==> src/rtl/gt5232_chip.sv <==
// gt5232 top: I2C-compatible 256 x 8 EEPROM-style slave with split SDA lines.
// Bus inputs are oversampled in the clk domain; all state changes on clk rising edge.
module gt5232_chip #(
    parameter logic [6:0]  DEV_ADDR    = 7'h50,
    parameter int unsigned SYNC_STAGES = 2
) (
    input  logic clk,
    input  logic reset,
    input  logic scl,
    input  logic sda_m2s,
    output logic sda_s2m
);

    typedef enum logic [3:0] {
        StIdle,
        StDevAddr,
        StAckDev,
        StWordAddr,
        StAckWord,
        StWrData,
        StAckWr,
        StRdData,
        StRdAck,
        StWaitStop
    } state_e;

    logic [SYNC_STAGES-1:0] scl_sync_q, sda_sync_q;
    logic                   scl_hist_q, sda_hist_q;
    logic                   scl_s, sda_s;
    logic                   scl_rise, scl_fall, start_det, stop_det;

    state_e     state_q, state_d;
    logic [3:0] bit_cnt_q, bit_cnt_d;
    logic [7:0] shift_q, shift_d;
    logic [7:0] ptr_q, ptr_d;
    logic       rw_q, rw_d;
    logic       sda_out_q, sda_out_d;
    logic       mem_we;
    logic [7:0] rd_byte;
    logic [7:0] mem_q [256];

    always_ff @(posedge clk) begin
        if (reset) begin
            scl_sync_q <= '1;
            sda_sync_q <= '1;
            scl_hist_q <= 1'b1;
            sda_hist_q <= 1'b1;
        end else begin
            scl_sync_q <= {scl_sync_q[SYNC_STAGES-2:0], scl};
            sda_sync_q <= {sda_sync_q[SYNC_STAGES-2:0], sda_m2s};
            scl_hist_q <= scl_s;
            sda_hist_q <= sda_s;
        end
    end

    assign scl_s     = scl_sync_q[SYNC_STAGES-1];
    assign sda_s     = sda_sync_q[SYNC_STAGES-1];
    assign scl_rise  = scl_s & ~scl_hist_q;
    assign scl_fall  = ~scl_s & scl_hist_q;
    assign start_det = scl_s & scl_hist_q & sda_hist_q & ~sda_s;
    assign stop_det  = scl_s & scl_hist_q & ~sda_hist_q & sda_s;
    assign rd_byte   = mem_q[ptr_q];
    assign sda_s2m   = sda_out_q;

    always_comb begin
        state_d   = state_q;
        bit_cnt_d = bit_cnt_q;
        shift_d   = shift_q;
        ptr_d     = ptr_q;
        rw_d      = rw_q;
        sda_out_d = sda_out_q;
        mem_we    = 1'b0;

        // Bus conditions override any bit activity seen in the same cycle.
        if (start_det) begin
            state_d   = StDevAddr;
            bit_cnt_d = 4'd0;
            sda_out_d = 1'b1;
        end else if (stop_det) begin
            state_d   = StIdle;
            sda_out_d = 1'b1;
        end else begin
            case (state_q)
                StIdle, StWaitStop: ;
                StDevAddr, StWordAddr, StWrData: begin
                    if (scl_rise && bit_cnt_q != 4'd8) begin
                        shift_d   = {shift_q[6:0], sda_s};
                        bit_cnt_d = bit_cnt_q + 4'd1;
                    end else if (scl_fall && bit_cnt_q == 4'd8) begin
                        bit_cnt_d = 4'd0;
                        sda_out_d = 1'b0;
                        if (state_q == StDevAddr) begin
                            if (shift_q[7:1] == DEV_ADDR) begin
                                rw_d    = shift_q[0];
                                state_d = StAckDev;
                            end else begin
                                sda_out_d = 1'b1;
                                state_d   = StWaitStop;
                            end
                        end else if (state_q == StWordAddr) begin
                            ptr_d   = shift_q;
                            state_d = StAckWord;
                        end else begin
                            mem_we  = 1'b1;
                            ptr_d   = ptr_q + 8'd1;
                            state_d = StAckWr;
                        end
                    end
                end
                StAckDev: begin
                    if (scl_fall) begin
                        if (rw_q) begin
                            sda_out_d = rd_byte[7];
                            shift_d   = {rd_byte[6:0], 1'b1};
                            bit_cnt_d = 4'd1;
                            state_d   = StRdData;
                        end else begin
                            sda_out_d = 1'b1;
                            state_d   = StWordAddr;
                        end
                    end
                end
                StAckWord, StAckWr: begin
                    if (scl_fall) begin
                        sda_out_d = 1'b1;
                        state_d   = StWrData;
                    end
                end
                StRdData: begin
                    if (scl_fall) begin
                        if (bit_cnt_q == 4'd0) begin
                            sda_out_d = rd_byte[7];
                            shift_d   = {rd_byte[6:0], 1'b1};
                            bit_cnt_d = 4'd1;
                        end else if (bit_cnt_q == 4'd8) begin
                            sda_out_d = 1'b1;
                            bit_cnt_d = 4'd0;
                            state_d   = StRdAck;
                        end else begin
                            sda_out_d = shift_q[7];
                            shift_d   = {shift_q[6:0], 1'b1};
                            bit_cnt_d = bit_cnt_q + 4'd1;
                        end
                    end
                end
                StRdAck: begin
                    if (scl_rise) begin
                        ptr_d     = ptr_q + 8'd1;
                        bit_cnt_d = 4'd0;
                        state_d   = sda_s ? StWaitStop : StRdData;
                    end
                end
                default: state_d = StIdle;
            endcase
        end
    end

    always_ff @(posedge clk) begin
        if (reset) begin
            state_q   <= StIdle;
            bit_cnt_q <= 4'd0;
            shift_q   <= 8'd0;
            ptr_q     <= 8'd0;
            rw_q      <= 1'b0;
            sda_out_q <= 1'b1;
        end else begin
            state_q   <= state_d;
            bit_cnt_q <= bit_cnt_d;
            shift_q   <= shift_d;
            ptr_q     <= ptr_d;
            rw_q      <= rw_d;
            sda_out_q <= sda_out_d;
        end
    end

    // Storage is never cleared; a write coinciding with reset is dropped.
    always_ff @(posedge clk) begin
        if (mem_we && !reset) begin
            mem_q[ptr_q] <= shift_q;
        end
    end

endmodule

==> config.mk <==
export PLATFORM = sky130hd
export DESIGN_NAME = gt5232_chip
export DESIGN_NICKNAME = d
export VERILOG_FILES = /design/src/rtl/gt5232_chip.sv
export SDC_FILE = /design/constraint.sdc
export NUM_CORES = 2
export LEC_CHECK = 0
export BUFFER_PORTS_ARGS = -buffer_cell sky130_fd_sc_hd__buf_2
export CORE_MARGIN = 2
export CORE_UTILIZATION = 63
export CTS_CLUSTER_DIAMETER = 100
export CTS_CLUSTER_SIZE = 28
export DETAILED_ROUTE_END_ITERATION = 16
export PLACE_DENSITY = 0.79
export RECOVER_POWER = 25
export SYNTH_ARGS = -nofsm -noshare
export SYNTH_HDL_FRONTEND = slang
export SYNTH_SLANG_ARGS = --single-unit
==> constraint.sdc <==
create_clock -name clk -period 5.5 [get_ports clk]
set_input_delay 0.55 -clock clk [delete_from_list [all_inputs] [get_ports clk]]
set_output_delay 0.55 -clock clk [all_outputs]
set_load 0.05 [all_outputs]
==> results.py <==
metrics = {
    "floorplanning": {
        "io_pins": 5,
        "rows": 132,
        "die_w_microns": 365,
        "dieArea_sq_um": 133000,
        "coreArea_sq_um": 129000,
        "fp.dieH_microns": 365,
        "initial_core_util": 0.634,
    },
    "placement": {
        "placed_cell_area_sq_um": 83700,
        "io_buffer_count": 4,
        "dp.final_hpwl_microns": 117000,
        "place.gp.congestion": 0.897,
    },
    "layout": {
        "num-nets-final": 3918,
        "final_cell_area_sq_um": 86100,
        "final_layout_size_suffix_gt1_frac": 0.188,
        "syn_to_final_growth_pct": 5.13,
    },
    "cts": {
        "cts_made_buffers": 85,
        "post_cts.repair.setup_buffers": 0,
        "clk_latency_ns": 0.76,
        "cts_tree": "yes",
        "h-tree-depth": 3,
        "root_buffer": "clkbuf_16",
        "cts_sinks": 2088,
        "clk_path_buf_depth": 3,
        "path_clk_slew_ns": 0.10,
    },
    "setup_path": {
        "start_kind": "flip-flop",
        "cp-end-kind": "flip-flop",
        "crit_fanout": 97,
        "worst-endpoint-arrival_ns": 4.84,
        "critical_path_buf_inv_count": 1,
        "crit_chain": "buf_4",
        "critical_path_class": "reg -> reg",
        "critPathMaxStageDelay_ns": 2.80,
        "cp.required_ns": 5.86,
        "path_delay_family": "flip-flops",
        "slowest_stage": "dfxtp_1",
    },
    "detailed_routing": {
        "dr.pass1.iters": 6,
        "wl_per_cell_microns": 34.2,
        "vias": 40500,
        "drtIter0Drc": 7258,
        "drc": 0,
        "via_per_inst": 7.11,
        "drt-total-wl_microns": 195000,
        "ant_nets": 0,
    },
    "power_and_ir_drop": {
        "ir_drop_mv": 0.266,
        "power.total_uw": 28700,
        "p_per_area_nw_per_um2": 333,
        "leakage_uw": 0.0252,
    },
    "yosys": {
        "synth_area_sq_um": 81900,
        "ys_seq_area_frac": 0.760,
        "synthMuxAreaShare": 0.160,
        "synth-compound-area-share": 0.0275,
        "ys_warn_count": 0,
        "synth_async_sr_flop_share": 0,
        "synth.top_cell.area_share": 0.750,
        "ys_top_cells_by_area": "edfxtp_1, mux4_2, mux2i_1",
        "synth_top_family_by_area": "multiplexers",
        "ys_ff_latch": 2088,
        "synth_enable_flop_cells": 2048,
        "synth_ff_type": "edfxtp_1",
        "synth_cells": 3964,
        "avgSynthCellArea_sq_um": 20.7,
        "synth_xor_area_frac": 0.000214,
        "synthSimpleGateAreaFrac": 0.0343,
        "synth.distinct_cells": 69,
        "synth_fp_nets": 3974,
        "synth_fa_ha_area_frac": 0.00104,
        "synth_largest_area_cell": "edfxtp_1",
    },
    "global_route": {
        "antenna_found_initial": 5,
        "grt_use_total": 0.299,
        "grt_overflow": 0,
        "grt_pass1_wl_microns": 282000,
        "grt_pass1_vias": 39400,
        "grt_max_degree": 212,
    },
    "sta": {
        "rsz0062_at_grt": "no",
        "setup_tns_ns": 0,
        "setup_viol": 0,
        "relSlewSlack": -1.44,
        "finClkSkew_ns": 0.0543,
        "tightest_slew_ns": 3.67,
        "report.final.hold_viol_count": 0,
        "fin_crit_sh": 0.815,
        "slew_violations": 673,
        "period_needed_ns": 4.48,
        "max_freq_mhz": 223,
    },
    "run_status": {
        "status": "finished, violations left",
        "violations": "capacitance limit, slew limit",
    },
    "run": {
        "maxCapViolCount": 10,
    },
    "min_path": {
        "hp-class": "in -> reg",
    },
}
routing by layer:
| layer | share of wire | track usage | vias up |
|---|---|---|---|
| met5 | 0.00014 | 0 | - |
| met4 | 0.040 | 0.106 | 4 |
| met3 | 0.12 | 0.0665 | 394 |
| met2 | 0.47 | 0.455 | 2990 |
| met1 | 0.37 | 0.435 | 20900 |
| li1 | - | - | 16200 |
synth_stat cells, drive strengths merged (5+ instances only):
| master | instances |
|---|---|
| nand2 | 114 |
| a41o | 5 |
| o2111ai | 6 |
| or2 | 10 |
| inv | 15 |
| nand3 | 52 |
| o211ai | 12 |
| a2111oi | 6 |
| a211oi | 42 |
| nor2b | 41 |
| nand3b | 6 |
| nand2b | 17 |
| mux2 | 14 |
| a22oi | 53 |
| mux4 | 509 |
| nand4 | 12 |
| o22ai | 12 |
| buf | 168 |
| and2 | 9 |
| o31ai | 5 |
| a22o | 18 |
| nor3 | 13 |
| mux2i | 149 |
| a221oi | 18 |
| and3 | 7 |
| or4 | 5 |
| edfxtp | 2048 |
| nor4 | 9 |
| ha | 6 |
| clkbuf | 66 |
| a21oi | 63 |
| dfxtp | 40 |
| nor2 | 320 |
| a31oi | 22 |
| o21ai | 35 |
cell families after synthesis:
kind of cell	after synthesis
compound gates	321
xor+xnor	2
fa+ha+maj	7
buf+inv	249
flops	2088
mux	672
simple gates	625
flip-flops by register name (all words and copies together) (netlist names), named ones only:
| name | flops |
|---|---|
| sda_s2m | 1 |
| mem_q | 2048 |
| state_q | 4 |
| bit_cnt_q | 4 |
| rw_q | 1 |
| scl_hist_q | 1 |
| sda_sync_q | 2 |
| scl_sync_q | 2 |
| sda_hist_q | 1 |
| shift_q | 8 |
| ptr_q | 8 |
cell type report:
type                       instances  area, sq um
sequential                      2088        62300
fill                            7949        43200
multi-input combinational       1627        18300
clock buffer                     118         2310
tap                             1742         2180
timing repair buffer              91          828
clock inverter                     7          111
inverter                          15         56.3
antenna                            7         17.5
cells in the final DEF (no fill, tap or decap), types with 18 or more instances in the layout:
| master | count |
|---|---|
| o21ai_0 | 33 |
| a211oi_1 | 42 |
| a22oi_1 | 53 |
| a21oi_1 | 63 |
| a221oi_1 | 18 |
| mux4_2 | 509 |
| nor2_1 | 318 |
| a22o_1 | 18 |
| buf_4 | 68 |
| clkbuf_1 | 32 |
| nand2_1 | 114 |
| nor2b_1 | 38 |
| mux2i_1 | 149 |
| clkbuf_16 | 88 |
| dfxtp_1 | 33 |
| nand3_1 | 49 |
| a31oi_1 | 22 |
| edfxtp_1 | 2048 |
metrics by stage:
| stage | utilization | setup WS (ns) | hold slack, ns | cells |
|---|---|---|---|---|
| finish | 0.666 | 1.02 | 0.226 | 5695 |
| floorplan | - | 0.537 | 0.389 | 3964 |
| global route | 0.666 | 0.836 | 0.223 | 5688 |
| detailed placement | 0.647 | 1.10 | 0.398 | 5561 |
| CTS | 0.666 | 1.10 | 0.176 | 5688 |
| global placement | 0.647 | 1.20 | 0.413 | 5561 |
final timing paths:
check | from | endpoint | slack (ns) | cells past startpoint
max | shift_q[2] | mem_q[200][2] | 1.02 | 1
min | reset | state_q[3] | 0.23 | 3
max reg2reg | shift_q[2] | mem_q[200][2] | 1.02 | 1
min reg2reg | scl_sync_q[0] | scl_sync_q[1] | 0.44 | 1
power breakdown:
group / total (uW) / internal (uW) / switching, uW
clock: 7580 / 3040 / 4550
sequential: 17700 / 17500 / 197
combinational: 3420 / 1470 / 1960
repair_timing:
action                                  CTS  global route
endpoints found under the hold margin     2             0
endpoints found under the setup margin    0             0
resized for setup                         0             0
hold buffers                              2             0
No activity file was read; power rests on OpenSTA's default activity.
